<file path="config.mk">
export PLATFORM = sky130hd
export DESIGN_NAME = gmii_tx_mac
export DESIGN_NICKNAME = d
export VERILOG_FILES = /design/src/rtl/eth_tx_pkg.sv /design/src/rtl/crc32_d8.sv /design/src/rtl/gmii_tx_mac.sv
export SDC_FILE = /design/constraint.sdc
export NUM_CORES = 1
export LEC_CHECK = 0
export BUFFER_PORTS_ARGS = -buffer_cell sky130_fd_sc_hd__buf_4
export CAP_MARGIN = 20
export CORE_ASPECT_RATIO = 0.8
export CORE_MARGIN = 1
export CORE_UTILIZATION = 55
export CTS_CLUSTER_SIZE = 30
export DETAILED_ROUTE_END_ITERATION = 8
export HOLD_SLACK_MARGIN = 0.03
export PLACE_DENSITY = 0.72
export SYNTH_ARGS = -nofsm -noshare
export SYNTH_HDL_FRONTEND = slang
export SYNTH_SLANG_ARGS = --single-unit
export TNS_END_PERCENT = 100
</file>
<file path="constraint.sdc">
create_clock -name gmii_tx_clk -period 2.5 [get_ports gmii_tx_clk]
set_input_delay 0 -clock gmii_tx_clk [delete_from_list [all_inputs] [get_ports gmii_tx_clk]]
set_output_delay 0 -clock gmii_tx_clk [all_outputs]
set_load 0.02 [all_outputs]
</file>
<file path="src/rtl/eth_tx_pkg.sv">
// Shared types and constants for the GMII transmit framer.
package eth_tx_pkg;

    typedef enum logic [2:0] {
        IDLE,
        PRE,
        SFD,
        DATA,
        PAD,
        FCS,
        IFG,
        DRAIN
    } tx_state_t;

    localparam logic [7:0]  PREAMBLE_BYTE = 8'h55;
    localparam logic [7:0]  SFD_BYTE      = 8'hD5;
    localparam logic [31:0] CRC_INIT      = 32'hFFFF_FFFF;
    localparam logic [31:0] CRC_POLY      = 32'hEDB8_8320;
    localparam logic [31:0] CRC_RESIDUE   = 32'hDEBB_20E3;

endpackage

</file>
<file path="src/rtl/crc32_d8.sv">
// Combinational reflected CRC-32 update, one byte per call, LSB first.
module crc32_d8
    import eth_tx_pkg::*;
(
    input  logic [31:0] crc_in,
    input  logic [7:0]  data,
    output logic [31:0] crc_out
);

    always_comb begin
        crc_out = crc_in ^ {24'h00_0000, data};
        for (int i = 0; i < 8; i++) begin
            crc_out = crc_out[0] ? ((crc_out >> 1) ^ CRC_POLY) : (crc_out >> 1);
        end
    end

endmodule

</file>
<file path="src/rtl/gmii_tx_mac.sv">
// GMII transmit framer: preamble, SFD, data, pad, FCS and enforced inter-frame gap.
// state | meaning
// IDLE  | waiting for s_valid, nothing on the wire
// PRE   | preamble bytes going out (pre_cnt down to 0, then SFD)
// SFD   | SFD on the wire, first data byte accepted here
// DATA  | accepting and forwarding frame bytes
// PAD   | emitting zero pad up to MIN_LEN
// FCS   | emitting inverted crc, LSB byte first
// IFG   | idle gap timer (ifg_cnt down to 0)
// DRAIN | discarding input after an error, up to s_last
module gmii_tx_mac
    import eth_tx_pkg::*;
#(
    parameter bit PAD_EN  = 1'b1,
    parameter int MIN_LEN = 60,
    parameter int MAX_LEN = 1514,
    parameter int IFG_LEN = 12
) (
    input  logic       gmii_tx_clk,
    input  logic       sys_rst,
    input  logic       s_valid,
    input  logic [7:0] s_data,
    input  logic       s_last,
    output logic       s_ready,
    output logic       gmii_tx_en,
    output logic       gmii_tx_er,
    output logic [7:0] gmii_tx_data,
    output logic       busy,
    output logic       frame_done,
    output logic       tx_error
);

    localparam int IFG_W = $clog2(IFG_LEN + 1);

    tx_state_t        state, state_nxt;
    logic [2:0]       pre_cnt, pre_nxt;
    logic [10:0]      byte_cnt, cnt_nxt;
    logic [1:0]       fcs_cnt, fcs_nxt;
    logic [IFG_W-1:0] ifg_cnt, ifg_nxt;
    logic [31:0]      crc, crc_nxt, crc_fold, crc_inv;
    logic [7:0]       crc_din, data_nxt;
    logic             en_nxt, er_nxt, fd_nxt, te_nxt, accept;

    crc32_d8 u_crc (
        .crc_in  (crc),
        .data    (crc_din),
        .crc_out (crc_fold)
    );

    // ready drops for one cycle at the length limit so the error cycle follows byte MAX_LEN
    assign s_ready = (state == SFD) || (state == DRAIN) ||
                     ((state == DATA) && (byte_cnt != 11'(MAX_LEN)));
    assign accept  = s_valid && s_ready;
    assign busy    = (state != IDLE);
    assign crc_din = (state == PAD) ? 8'h00 : s_data;
    assign crc_inv = ~crc;

    always_comb begin
        state_nxt = state;
        en_nxt    = 1'b0;
        er_nxt    = 1'b0;
        data_nxt  = 8'h00;
        fd_nxt    = 1'b0;
        te_nxt    = 1'b0;
        crc_nxt   = crc;
        cnt_nxt   = byte_cnt;
        pre_nxt   = pre_cnt;
        fcs_nxt   = fcs_cnt;
        ifg_nxt   = ifg_cnt;
        case (state)
            IDLE: begin
                if (s_valid) begin
                    state_nxt = PRE;
                    en_nxt    = 1'b1;
                    data_nxt  = PREAMBLE_BYTE;
                    pre_nxt   = 3'd6;
                end
            end
            PRE: begin
                en_nxt = 1'b1;
                if (pre_cnt == 3'd0) begin
                    state_nxt = SFD;
                    data_nxt  = SFD_BYTE;
                    crc_nxt   = CRC_INIT;
                    cnt_nxt   = 11'd0;
                end else begin
                    data_nxt = PREAMBLE_BYTE;
                    pre_nxt  = pre_cnt - 3'd1;
                end
            end
            SFD, DATA: begin
                en_nxt = 1'b1;
                if (accept) begin
                    data_nxt  = s_data;
                    crc_nxt   = crc_fold;
                    cnt_nxt   = byte_cnt + 11'd1;
                    state_nxt = DATA;
                    if (s_last) begin
                        fcs_nxt   = 2'd0;
                        state_nxt = (PAD_EN && (cnt_nxt < 11'(MIN_LEN))) ? PAD : FCS;
                    end
                end else begin
                    er_nxt    = 1'b1;
                    te_nxt    = 1'b1;
                    state_nxt = DRAIN;
                end
            end
            PAD: begin
                en_nxt  = 1'b1;
                crc_nxt = crc_fold;
                cnt_nxt = byte_cnt + 11'd1;
                if (cnt_nxt == 11'(MIN_LEN)) begin
                    fcs_nxt   = 2'd0;
                    state_nxt = FCS;
                end
            end
            FCS: begin
                en_nxt   = 1'b1;
                data_nxt = crc_inv[{fcs_cnt, 3'b000} +: 8];
                fcs_nxt  = fcs_cnt + 2'd1;
                if (fcs_cnt == 2'd3) begin
                    ifg_nxt   = IFG_W'(IFG_LEN - 1);
                    state_nxt = IFG;
                end
            end
            IFG: begin
                // only the FCS path loads the full count, so this marks a completed frame
                fd_nxt = (ifg_cnt == IFG_W'(IFG_LEN - 1));
                if (ifg_cnt == '0) begin
                    state_nxt = IDLE;
                end else begin
                    ifg_nxt = ifg_cnt - 1'b1;
                end
            end
            DRAIN: begin
                if (accept && s_last) begin
                    ifg_nxt   = IFG_W'(IFG_LEN - 2);
                    state_nxt = IFG;
                end
            end
            default: state_nxt = IDLE;
        endcase
    end

    always_ff @(posedge gmii_tx_clk) begin
        if (sys_rst) begin
            state        <= IDLE;
            gmii_tx_en   <= 1'b0;
            gmii_tx_er   <= 1'b0;
            gmii_tx_data <= 8'h00;
            frame_done   <= 1'b0;
            tx_error     <= 1'b0;
            crc          <= CRC_INIT;
            byte_cnt     <= 11'd0;
            pre_cnt      <= 3'd0;
            fcs_cnt      <= 2'd0;
            ifg_cnt      <= '0;
        end else begin
            state        <= state_nxt;
            gmii_tx_en   <= en_nxt;
            gmii_tx_er   <= er_nxt;
            gmii_tx_data <= data_nxt;
            frame_done   <= fd_nxt;
            tx_error     <= te_nxt;
            crc          <= crc_nxt;
            byte_cnt     <= cnt_nxt;
            pre_cnt      <= pre_nxt;
            fcs_cnt      <= fcs_nxt;
            ifg_cnt      <= ifg_nxt;
        end
    end

endmodule

</file>
==> results of run 1 <==
worst max-delay path by stage:
stage / endpoint / cells after the start / startpoint / slack, ns
CTS: crc[8] / 7 / state[2] / 0.08
floorplan: crc[4] / 9 / byte_cnt[9] / 0.17
finish: crc[23] / 8 / state[2] / 0.06
global route: state[1] / 7 / byte_cnt[5] / 0.002
global placement: ifg_cnt[3] / 6 / byte_cnt[5] / 0.17
detailed placement: crc[18] / 6 / state[2] / 0.15
timing repair:
action | CTS | global route
hold buffers | 11 | 0
buffers inserted | 0 | 0
endpoints found under the hold margin | 14 | 0
resized for setup | 0 | 6
setup endpoints to repair | 0 | 11
cell usage after synthesis, types with 3 or more instances:
cell and n:
nand2_1 42, nor2b_1 7, a211o_1 4, xnor3_1 10, ha_1 7, clkbuf_1 25, nand3_1 13, xnor2_2 3
xor3_1 4, nor2_1 72, mux4_2 8, a21oi_1 37, xor2_1 21, a311oi_1 5, and2_1 4, nand3b_1 3
or3_1 3, nor4_1 5, mux2i_1 3, a211oi_1 8, o21a_1 3, o21ai_0 20, nor3_1 14, inv_1 8
o22ai_1 4, nand2b_1 5, dfxtp_1 66, a31o_2 3, xnor2_1 32
cell usage in the layout, fill, tap and decap left out, types with 5 or more instances in the layout:
cell type      instances
dfxtp_1               66
a211oi_1               8
clkbuf_8              11
nor4_1                 5
nor2b_1                7
xnor2_1               32
a311oi_1               5
ha_1                   7
buf_4                 56
nor2_1                70
xnor3_1               10
a21oi_1               37
nand3_1               13
dlygate4sd3_1         11
nand2b_1               5
mux4_2                 8
o21ai_0               20
inv_1                  8
nor3_1                14
xor2_1                21
nand2_1               42
worst max-delay path, cell delays in order, from the launching register on:
cell     delay [ns]
dfxtp_1        0.39
buf_4          0.23
nor3b_4        0.23
buf_4          0.22
nor2_1         0.08
xnor2_1        0.36
xor2_2         0.34
xnor3_1        0.37
a21oi_1        0.16
metal layers:
metal  GRT usage [%]  up-vias  share of wire (%)
li1                -     1789                  -
met1            42.2     1767                 47
met5               0        -                  0
met4            7.25        0               0.97
met3            9.14       11                9.2
met2            42.6      150                 43
layout make-up:
| type | count | area, um^2 |
|---|---|---|
| Clock buffer | 11 | 151 |
| Tap cell | 105 | 131 |
| Clock inverter | 5 | 100 |
| Timing Repair Buffer | 67 | 531 |
| Multi-Input combinational cell | 380 | 2810 |
| Fill cell | 600 | 2390 |
| Inverter | 8 | 30.0 |
| Sequential cell | 66 | 1320 |
state kept, by name, indices dropped and copies added, names as in the netlist:
name	cells
byte_cnt	11
gmii_tx_data	8
fcs_cnt	2
crc	32
gmii_tx_en	1
frame_done	1
pre_cnt	3
state	3
ifg_cnt	4
tx_error	1
through the flow:
stage / area [um^2] / hold slack, ns / power [mW] / cells / utilization (%)
6_report: 5070 / 0.466 / 6.96 / 642 / 68.0
5_1_grt: 5070 / 0.480 / 7.30 / 642 / 68.0
4_1_cts: 5040 / 0.458 / 6.90 / 642 / 67.6
3_5_place_dp: 4680 / 0.278 / 5.69 / 615 / 62.8
3_3_place_gp: 4680 / 0.256 / 5.65 / 615 / 62.8
2_1_floorplan: 4260 / 0.138 / 4.55 / 485 / -
power groups by stage:
stage	logic [mW]	clock network [mW]	registers (mW)
floorplan	3.02	0	1.52
global placement	4.09	0	1.55
detailed placement	4.12	0	1.56
CTS	4.20	1.16	1.54
global route	4.52	1.20	1.58
finish	4.25	1.15	1.56
logic make-up (layout without fill, tap and decap cells):
kind of cell,after synthesis,after routing,share of synthesized area [%]
DFF,66,66,31.0
and+or+nand+nor,187,187,21.0
muxes,12,12,5.20
AOI/OAI and AO/OA,101,101,16.0
xor gates and xnor gates,73,73,21.0
buffers and inverters,39,91,3.67
adders and majority gates,7,7,2.06
==> results, run 1 <==
- The number of warning messages in the yosys log is 0.
- STA puts the critical path data required time at 2.78 ns.
- The count of nets left with antenna violations after detail routing is 0.
- The mean routed wirelength per cell is 17.9 um.
- The tightest slew margin relative to the limit is 59.3%.
- Summed over all cells, the static leakage comes to 1.95 nW.
- The sequential group share of total power is 22.4%.
- The total overflow reported by the global router is 0.
- For the worst setup path, the data arrival time is 2.73 ns.
- The total clock buffers created by CTS is 9.
- The startpoint identified for the worst register-to-register timing path is state[2].
- In this run the vertical extent of the chip is 80.7 um.
- The total length of routed wires is 11.5 mm.
- Setup repair after global routing left no endpoint under its margin.
- In this run the deepest clock path goes through 2 buffers.
- Setup violations remaining at the end of the flow were counted as 0.
- The core area is 7460 um^2.
- The run finished with clean final reports.
- The endpoint identified for the worst register-to-register timing path is crc[23].
- The first-iteration detailed-routing DRC count is 254.
- The final antenna diode count is 0.
- For this run, the leading register cell type out of synthesis is dfxtp_1.
- The first detailed-routing pass ran for 5 iterations.
- Clock-pin slew was measured on the worst setup and hold paths at 0.07 ns.
- At the pin with the least slew margin, the transition time is 0.602 ns.
- The maximum clock skew at final layout is 0.00771 ns.
- The HPWL reported at the end of detailed placement is 8.11 mm.
- The master cell of the clock root buffer is clkbuf_8.
- The internal power component is 4.10 mW.
- When the netlist entered floorplanning its net count stood at 504.
- Each instance of the synthesized netlist takes up on average 8.78 um^2.
- The area fraction of the dominant cell type after synthesis is 31.0%.
- The depth of the worst hold-timing path is 4.
- The hold violation total from the final report came to 0.
- The post-route netlist has 19.0% of its cells at a drive strength greater than 1.
- The H-tree was split into 3 levels.
- The final layout contains 551 nets.
- The min-delay analysis places its worst path in the category in -> reg.
- For this configuration, the core starts out at a cell density of 57.1%.
- At the end of routability-driven placement, the weighted congestion stood at 0.938.
- The worst setup slack for register-to-register paths is 0.06 ns.
- The worst setup path is launched from a flop.
- The clock network fraction of total power is 16.5%.
- The number of I/O pins is 26.
- Dividing the detail-routed via count by the number of cells gives 5.79.
- The first-pass GRT wire length is 17.8 mm.
- Entering global routing, the biggest net connects 32 pins.
- The number of global-route vias before repair is 3386.
- The overall die area is 8100 um^2.
- The maximum frequency from static timing analysis is 409 MHz.
- The worst setup path is of the reg -> reg kind.
- In this run the tool buffered the top-level ports with 25 buffer cells.
- The cell depth of the worst flop-to-flop path is 8.
- After detailed routing, the number of remaining DRC violations is 0.
- For hold timing, the worst endpoint is gmii_tx_data[2].
- The flop and latch count out of synthesis is 66.
- TritonCTS built the clock tree.
- The share of synthesized flip-flops with an asynchronous set or reset is 0%.
- Yosys mapped a number of flops with a built-in enable equal to 0.
- The number of antenna violations at the first check in global routing was 0.
- The initialized floorplan defines 28 standard-cell rows.
- Dividing the final minimum period by the clock period gives 97.8%.
- The start point of the worst min-delay path is s_data[2].
- The area growth from synthesis to layout is 19.2%.
- The post-synth design cell area is 4260 um^2.
- Across all setup checks in the final design, the least slack found is 0.0552 ns.
- The total clock sinks is 66.
- The net switching power is 2.87 mW.
- The later pin in the worst-skew pair is clocked with a latency of 0.36 ns.
- Synthesis produced a netlist whose cell count is 485.
- By area the synthesized netlist is led by dfxtp_1 31%, xnor2_1 6.6%, nor2_1 6.3%.
- The final count of pins violating max slew is 0.
- After routing, the total negative slack on setup checks comes to 0 ns.
- The share of the Yosys chip area taken by registers is 31.0%.
- The kind of end point of the critical path is a flop.
- The max-cap violation count is 0.
- The worst slack at placement is 0.146 ns.
- The switching power share of the total is 41.2%.
- In this run, distinct cell masters in the synthesized netlist total 61.
- Across all layers, the routed design uses 3717 vias.
- The combined global-route utilization of all metal layers is 29.4%.
- Measured along the x axis, the die boundary spans 100 um.
- The combinational group share of total power is 61.1%.
- The synthesized design spends more area on one cell type than any other, namely dfxtp_1.
- For this design the ratio of total power to cell area is 1370 nW/um^2.
- The clock period could shrink to 2.44 ns.
- The worst voltage drop across the vdd grid is 0.577 mV.
- The highest net fanout along the worst path is 15.
Note: power is estimated with default switching activity, not from simulation.
==> run 2, diff against run 1 <==
--- a/config.mk
+++ b/config.mk
@@ -5,15 +5,16 @@
 export SDC_FILE = /design/constraint.sdc
 export NUM_CORES = 1
 export LEC_CHECK = 0
+export ABC_AREA = 1
 export BUFFER_PORTS_ARGS = -buffer_cell sky130_fd_sc_hd__buf_4
 export CAP_MARGIN = 20
 export CORE_ASPECT_RATIO = 0.8
 export CORE_MARGIN = 1
-export CORE_UTILIZATION = 55
+export CORE_UTILIZATION = 56
 export CTS_CLUSTER_SIZE = 30
 export DETAILED_ROUTE_END_ITERATION = 8
 export HOLD_SLACK_MARGIN = 0.03
-export PLACE_DENSITY = 0.72
+export PLACE_DENSITY = 0.73
 export SYNTH_ARGS = -nofsm -noshare
 export SYNTH_HDL_FRONTEND = slang
 export SYNTH_SLANG_ARGS = --single-unit
==> results, run 2 <==
- The hold violation total from the final report is 0 (unchanged).
- The number of warning messages in the yosys log is 0 (unchanged).
- The vertical extent of the die is 81.9 um (+1.4%).
- In the final layout, the registers with the most flip-flops are crc (32), byte_cnt (11), gmii_tx_data (8).
- The summed area of non-filler cells in the final layout was 5040 um^2 (-0.62%).
- By count the netlist is led by 216 x nand2_1, 66 x dfxtp_1, 65 x nand3_1.
- The count of buffers from port buffering is 25 (unchanged).
- The number of distinct library cells after synthesis is 37 (-39%).
- The fraction of the yosys area taken by sequential cells was 29.6% (-1.4 points).
- The number of antenna violations at the first check in global routing is 0 (unchanged).
- The final weighted congestion in routability-driven placement came to 0.980 (+4.4%).
- The max-cap violation count is 0 (unchanged).
- The register with the most flip-flops in the final layout is crc.
- The arrival time at the worst endpoint is 2.45 ns (-0.28 ns).
- The clock slew seen by the registers of the worst setup and hold paths came to 0.07 ns (about the same).
- For this run, the leading register cell type out of synthesis is dfxtp_1.
- The maximum clock skew at final layout came to 0.00735 ns (-0.000356 ns).
- The top cell types in the final layout, fill and taps aside, are 216 x nand2_1, 66 x dfxtp_1, 65 x nand3_1.
- The per-instance average area after synthesis is 6.52 um^2 (-26%).
- The summed negative setup slack over all endpoints was 0 ns (unchanged).
- The post-synth design cell area is 4460 um^2 (+4.8%).
- The number of buffers added for setup after CTS came to 0 (unchanged).
- The placement row count is 28 (unchanged).
- The category of the most critical setup path is reg -> reg.
- The kind of end point of the critical path is a flop.
- The remaining routing DRC violations is 0 (unchanged).
- The combined global-route utilization of all metal layers is 33.6% (+4.2 points).
- The HPWL reported at the end of detailed placement is 9.43 mm (+16%).
- The post-synthesis instance total is 685 (+41%).
- The total overflow reported by the global router came to 0 (unchanged).
- The effective utilization at floorplan was 59.0% (+1.9 points).
- The data required time of the worst path was 2.71 ns (-0.07 ns).
- The highest net fanout along the worst path is 7 (-8).
- By area the synthesized netlist is led by dfxtp_1 30%, nand2_1 18%, nand3_1 7.3%.
- The transition time at the pin with the least slew margin is 0.765 ns (+0.162 ns).
- The flow ran to the end, and the final reports show no timing, DRC or antenna violations.
- The mean routed wirelength per cell is 15.7 um (-13%).
- The number of H-tree levels is 3 (unchanged).
- The ratio of cells with drive above 1 in the final layout is 12.0% (-6.9 points).
- The area growth from synthesis to layout is 13.0%.
- The total clock sinks is 66 (unchanged).
- The flop and latch count out of synthesis came to 66 (unchanged).
- The area of placed instances was 4760 um^2 (+1.7%).
- The master cell of the clock root buffer is clkbuf_8.
- The total nets after synthesis is 704 (+40%).
- The clock latency of the later-clocked register in the worst-skew pair is 0.35 ns (about the same).
- The core area came to 7570 um^2 (+1.4%).
- The worst setup path is launched from a flop.
- The overall die area was 8330 um^2 (+2.9%).
- The detail-routed via count per cell is 5.60 (-3.3%).
- The final antenna diode count is 0 (unchanged).
- TritonCTS built the clock tree.
- The minimum clock period is 2.24 ns (-0.209 ns).
- The number of enable-type register cells in the synthesized netlist was 0 (unchanged).
- The total length of routed wires is 13.0 mm (+13%).
- The via total after detailed routing was 4628 (+25%).
- The tightest slew margin relative to the limit came to 49.0% (-10 points).
- The share of synthesized flip-flops with an asynchronous set or reset is 0% (unchanged).
- The path type of the worst min-delay path is in -> reg.
- The maximum number of pins on one net before global-route repair is 50 (+56%).
- The number of buffers on the longest clock path is 2 (unchanged).
- The final setup violation count is 0 (unchanged).
- The leakage power summed over all cells is 2.32 nW (+19%).
- The first-iteration detailed-routing DRC count is 313 (+23%).
- The count of nets left with antenna violations after detail routing is 0 (unchanged).
- The number of global-route vias before repair was 4280 (+26%).
- The count of TritonRoute iterations in the first routing pass is 5 (unchanged).
- The worst voltage drop across the vdd grid was 0.680 mV (+18%).
- The first-pass GRT wire length is 21.2 mm (+19%).
- The largest total area in the synthesized netlist belongs to dfxtp_1.
- The maximum frequency from static timing analysis is 447 MHz (+9.3%).
- The final count of pins violating max slew is 0 (unchanged).
- The net count of the finished layout was 737 (+34%).
- The number of flip-flops under the largest register name is 32 (unchanged).
- The area fraction of the dominant cell type after synthesis came to 29.6% (-1.4 points).
- Setup repair after global routing left no endpoint under its margin.
- The total clock buffers created by CTS was 9 (unchanged).
- The leading cell type in the layout, fill and taps excluded is nand2_1.
- The most numerous cell in the Yosys netlist is nand2_1.
- The die boundary width is 102 um (+1.4%).
- The cell area power density is 1240 nW/um^2 (-9.3%).
- The post-route clock period utilization is 89.4% (-8.3 points).
- The number of I/O pins is 26 (unchanged).
-- run 2: cell count changes in the layout (fill, tap and decap cells not counted), moves of 11 or more --
cell	previous run	this run
inv_1	8	55
xnor2_1	32	5
xor2_1	21	32
a21oi_1	37	58
buf_4	56	39
nand2_1	42	216
nor2_1	70	35
nand3_1	13	65
o21ai_0	20	35
-- run 2: cell type report --
class                           count  area, um^2
Clock buffer                       12         145
Clock inverter                      3        40.0
Fill cell                         722        2520
Inverter                           61         229
Multi-Input combinational cell    532        2790
Sequential cell                    66        1320
Tap cell                          105         131
Timing Repair Buffer               48         383
-- run 2: worst paths after layout --
| path | startpoint | to | slack (ns) | cells past startpoint |
|---|---|---|---|---|
| max | state[2] | ifg_cnt[3] | 0.26 | 7 |
| min | sys_rst | crc[30] | 0.1 | 4 |
| max reg2reg | state[2] | ifg_cnt[3] | 0.26 | 7 |
| min reg2reg | ifg_cnt[2] | ifg_cnt[2] | 0.48 | 2 |
-- run 2: worst max-delay path: stages, from the launching register on --
cell	delay, ns
dfxtp_1	0.51
inv_2	0.12
nor3_1	0.27
inv_1	0.09
a221oi_1	0.67
nand2_1	0.26
nand2_1	0.11
a21oi_1	0.06
-- run 2: metrics by stage --
| stage | util (%) | std cells | hold slack, ns | setup WS (ns) | total power, mW |
|---|---|---|---|---|---|
| floorplan | - | 685 | 0.160 | 0.646 | 4.34 |
| global placement | 62.9 | 803 | 0.310 | 0.238 | 5.23 |
| detailed placement | 62.9 | 803 | 0.313 | 0.199 | 5.27 |
| CTS | 66.6 | 827 | 0.0834 | 0.181 | 6.19 |
| global route | 66.6 | 827 | 0.128 | 0.0497 | 6.79 |
| finish | 66.6 | 827 | 0.0971 | 0.264 | 6.28 |
-- run 2: timing repair --
action                     4_1_cts  5_1_grt
gates resized for setup          0        1
setup endpoints to repair        0        1
hold buffers                     9        0
hold endpoints to repair         9        0
-- run 2: cells by family (layout without fill, tap and decap cells) --
group                      after synthesis  after routing  share of synthesized area (%)
adders and majority gates                7              7                           1.96
AOI/OAI and AO/OA                      125            125                           15.4
and+or+nand+nor                        357            357                           34.9
xor gates and xnor gates                43             43                           10.2
DFF                                     66             66                           29.6
buffers and inverters                   87            124                           7.93
-- run 2: report_power, final --
part	leakage [nW]	total [mW]	internal, mW	switching [mW]
clock network	0.0962	0.895	0.480	0.415
registers	0.542	1.53	1.31	0.221
logic	1.68	3.85	1.29	2.56
-- run 2: per-layer routing --
layer	track usage (%)	vias up	part of all wire (%)
li1	-	2293	-
met1	44.0	2126	45
met2	55.7	183	45
met3	5.11	26	6.6
met4	13.9	0	2.9
met5	0	-	0
